<file path="src/rtl/watchdog_timer.sv">
// Watchdog timer: IDLE/RUN/EXPIRED with kick-to-restart and sticky expiry.
// Optional pre-expiry warning enabled by defining WATCHDOG_WARN_EN.
module watchdog_timer #(
  parameter int unsigned CNT_W       = 16,
  parameter int unsigned TIMEOUT     = 20,
  parameter int unsigned WARN_MARGIN = 4
) (
  input  logic             clk,
  input  logic             rst,
  input  logic             start,
  input  logic             kick,
  input  logic             stop,
  input  logic             clear,
  output logic [CNT_W-1:0] count,
  output logic             running,
  output logic             expired,
  output logic             warn
);

  typedef enum logic [1:0] {StIdle, StRun, StExpired} state_e;

  localparam logic [CNT_W-1:0] TimeoutCnt = CNT_W'(TIMEOUT);
  localparam logic [CNT_W-1:0] LastCnt    = CNT_W'(TIMEOUT - 1);

  if (TIMEOUT < 2 || (TIMEOUT >> CNT_W) != 0 || WARN_MARGIN < 1 || WARN_MARGIN >= TIMEOUT)
  begin : g_param_chk
    $error("watchdog_timer: TIMEOUT/WARN_MARGIN out of legal range");
  end

  state_e           state_q, state_d;
  logic [CNT_W-1:0] count_q, count_d;

  always_ff @(posedge clk or posedge rst) begin
    if (rst) begin
      state_q <= StIdle;
      count_q <= '0;
    end else begin
      state_q <= state_d;
      count_q <= count_d;
    end
  end

  always_comb begin
    state_d = state_q;
    count_d = count_q;
    unique case (state_q)
      StIdle: begin
        count_d = '0;
        if (start) begin
          state_d = StRun;
        end
      end
      StRun: begin
        if (stop) begin
          state_d = StIdle;
          count_d = '0;
        end else if (kick) begin
          count_d = '0;
        end else if (count_q == LastCnt) begin
          state_d = StExpired;
          count_d = TimeoutCnt;
        end else begin
          count_d = count_q + CNT_W'(1);
        end
      end
      StExpired: begin
        // Count pinned at TIMEOUT; only clear leaves this state.
        count_d = TimeoutCnt;
        if (clear) begin
          state_d = StIdle;
          count_d = '0;
        end
      end
      default: begin
        state_d = StIdle;
        count_d = '0;
      end
    endcase
  end

  assign count   = count_q;
  assign running = (state_q == StRun);
  assign expired = (state_q == StExpired);

`ifdef WATCHDOG_WARN_EN
  localparam logic [CNT_W-1:0] WarnThr = CNT_W'(TIMEOUT - WARN_MARGIN);
  assign warn = (state_q == StRun) && (count_q >= WarnThr);
`else
  assign warn = 1'b0;
`endif

endmodule

</file>
<file path="config.mk">
export PLATFORM = sky130hd
export DESIGN_NAME = watchdog_timer
export DESIGN_NICKNAME = d
export VERILOG_FILES = /design/src/rtl/watchdog_timer.sv
export SDC_FILE = /design/constraint.sdc
export NUM_CORES = 1
export LEC_CHECK = 0
export CAP_MARGIN = 20
export CORE_MARGIN = 1.5
export CORE_UTILIZATION = 32
export DETAILED_ROUTE_END_ITERATION = 8
export GPL_ROUTABILITY_DRIVEN = 0
export MAX_ROUTING_LAYER = met4
export SLEW_MARGIN = 10
export SYNTH_ARGS = -nofsm -noshare
export SYNTH_HDL_FRONTEND = slang
export SYNTH_SLANG_ARGS = --single-unit
</file>
<file path="constraint.sdc">
create_clock -name clk -period 4.45 [get_ports clk]
set_input_delay 0.89 -clock clk [delete_from_list [all_inputs] [get_ports clk]]
set_output_delay 0.89 -clock clk [all_outputs]
set_load 0.02 [all_outputs]
</file>
==> results.py <==
metrics = {
    "die": {
        "die_h_um": 59.8,
        "die-area_um2": 3580,
        "io_pins": 25,
        "die_x_um": 59.8,
        "row_count": 20,
        "core-area_um2": 3050,
        "start_util_pct": 33.8,
    },
    "global_route": {
        "antenna_found_initial": 0,
        "grt_pass1_vias": 802,
        "grt_max_degree": 19,
        "grt_usage_pct": 14.1,
        "grt_pass1_wl_um": 3640,
        "overflow": 0,
    },
    "layout": {
        "final-seq-area_um2": 450,
        "area_delta_synth_final_pct": 27.2,
        "fillerInstances": 319,
        "drive_above_1_share_pct": 9.38,
        "antenna_cells": 0,
        "stdcell_count": 172,
        "fin_nets": 139,
        "multiInputGateArea_um2": 518,
        "final_util_pct": 43.0,
    },
    "drt": {
        "drt_first_iter_violations": 21,
        "num_vias": 831,
        "route.detailed.drc": 0,
        "wl_per_cell_um": 12.2,
        "firstDrtPassIters": 4,
        "viasPerCell": 4.83,
        "ant_nets": 0,
        "drt-total-wl_um": 2100,
    },
    "timing": {
        "slew_headroom_pct": 54.8,
        "worstMarginPinSlew_ps": 677,
        "drv_slew": 0,
        "hold_slack_ps": 603,
        "skew_ps": 1.21,
        "setup-tns-final_ps": 0,
        "min_period_ps": 2500,
        "fmax_mhz": 401,
        "rsz0062_at_grt": "no",
        "setup_viol": 0,
        "hold_viol_final": 0,
        "fin_crit_sh_pct": 56.1,
    },
    "clock_network": {
        "clk_path_buf_depth": 2,
        "cts_buffers": 3,
        "htreeDepth": 1,
        "clock_latency_ps": 300,
        "tritoncts": "yes",
        "root_buffer": "clkbuf_4",
        "postCtsHoldBufs": 0,
        "clk_pin_slew_ps": 100,
        "post_cts_buffers": 0,
        "ctsResizeCount": 0,
        "cts.sinks": 18,
    },
    "worst_setup_path": {
        "crit_buf_inv": 2,
        "crit_type": "reg2out",
        "r2r_start": "count[0]",
        "r2r-end": "count[3]",
        "r2r_cells": 5,
        "arrival_ps": 1610,
        "crit_family": "buffers and inverters",
        "worstPathCellList": "inv_1, ha_1, clkdlybuf4s50_1",
        "cp_max_fo": 3,
        "start_kind": "flip-flop",
        "slowest_stage": "clkdlybuf4s50_1",
        "r2r_slack_ps": 2710,
        "cp.required_ps": 3560,
        "end_kind": "primary output",
        "cp.depth": 3,
        "slowest_delay_ps": 620,
    },
    "power_and_ir_drop": {
        "p_leak_nw": 0.510,
        "finalPower_mw": 0.353,
        "power.density_nw_per_um2": 269,
        "vdd_drop_max_uv": 167,
    },
    "logic_synthesis": {
        "yosysSeqAreaShare_pct": 43.6,
        "synth_seq_cells": 18,
        "syn_area_um2": 1030,
        "async_flop_share_pct": 100,
        "synth_cells": 105,
        "synth_edf_count": 0,
        "yosysTopAreaCell": "dfrtp_1",
        "yosys.area.top_type_share_pct": 43.6,
        "syn_nets": 115,
        "syn_area_per_cell_um2": 9.83,
        "yosys_warnings": 0,
        "synth_cell_types": 31,
        "synth_area_leaders": "dfrtp_1 44%, xor2_1 5.9%, nor2_1 5.1%, xnor2_1 5.1%, ha_1 4.8%",
        "synth_ff_type": "dfrtp_1",
    },
    "hold_path": {
        "hp-start": "state_q[0]",
        "whs_path_depth": 2,
        "hold_end": "state_q[0]",
        "hp-class": "reg2reg",
    },
    "run": {
        "cap_violations": 0,
    },
    "outcome": {
        "status": "finished clean",
    },
    "placement": {
        "hpwl_um": 1590,
        "io_buffers": 23,
        "dp_cells": 168,
    },
}
-- where the power goes --
group / leakage [nW] / total, mW / switching (mW) / internal (mW)
clock network: 0.0210 / 0.102 / 0.0521 / 0.0499
registers: 0.249 / 0.175 / 0.00534 / 0.170
logic: 0.240 / 0.0755 / 0.0431 / 0.0324
-- per-layer routing --
metal | GRT usage, % | part of all wire [%] | up-vias | routed length, um
li1 | - | - | 413 | -
met1 | 17.9 | 48 | 392 | 1010
met2 | 22.0 | 46 | 24 | 973
met3 | 4.55 | 4.9 | 2 | 103
met4 | 2.86 | 0.48 | 0 | 10
met5 | - | 0 | - | 0
-- sequential cells by signal, indices dropped and copies added (netlist names) --
| register | flops |
|---|---|
| state_q | 2 |
| count | 16 |
-- how the worst max path moves through the flow --
stage                       to       start  slack, ps
CTS                    expired  state_q[0]       1930
floorplan             count[3]        stop       2760
global placement    state_q[0]        kick       2220
finish                 expired  state_q[0]       1950
detailed placement  state_q[0]        kick       2200
global route           expired  state_q[0]       1860
-- Yosys cell counts, types with 2 or more instances --
library cell	n
dfrtp_1	18
nor2_1	14
nand3_1	7
xor2_1	7
inv_1	6
nand4_1	6
xnor2_1	6
ha_1	4
o21ai_0	4
and3_1	3
buf_6	3
nor3_1	3
nor4_1	3
nand2_1	2
nand3b_1	2
nor4_2	2
-- cell type report --
type	count	share of cell area, %
multi-input cells	77	39.5
inverters	6	1.72
repair buffers	23	17.5
well taps	44	4.19
flip-flops and latches	18	34.3
clock buffers	4	2.76
-- cells in the final DEF (no fill, tap or decap), types with 2 or more instances in the layout --
cell / instances
nand4_1: 6
o21ai_0: 4
nor4_1: 3
nor3_1: 3
xnor2_1: 6
nor4_2: 2
ha_1: 4
clkdlybuf4s50_1: 23
nand3_1: 7
clkbuf_4: 3
dfrtp_1: 18
nor2_1: 14
nand3b_1: 2
xor2_1: 7
and3_1: 3
inv_1: 6
nand2_1: 2
-- kinds of logic after synthesis --
group                      share of synthesized area [%]
buffers and inverters                               6.18
adders and majority gates                           4.85
other                                              0.363
and+or+nand+nor                                     28.4
AOI/OAI and AO/OA                                   4.61
muxes                                              0.970
DFF                                                 43.6
xor gates and xnor gates                            11.0
-- metrics by stage --
step	worst slack, ps	area [um^2]
2_1_floorplan	2760	1030
3_3_place_gp	2220	1280
3_5_place_dp	2200	1280
4_1_cts	1930	1310
5_1_grt	1860	1310
6_report	1950	1310
-- worst reg2reg max path, cell delays in order, from the launching register on --
cell and delay [ps]:
dfrtp_1 460, ha_1 280, nor4bb_1 320, nand4_1 200, nand2b_2 270, nor2_1 90
Note: power is estimated with default switching activity, not from simulation.
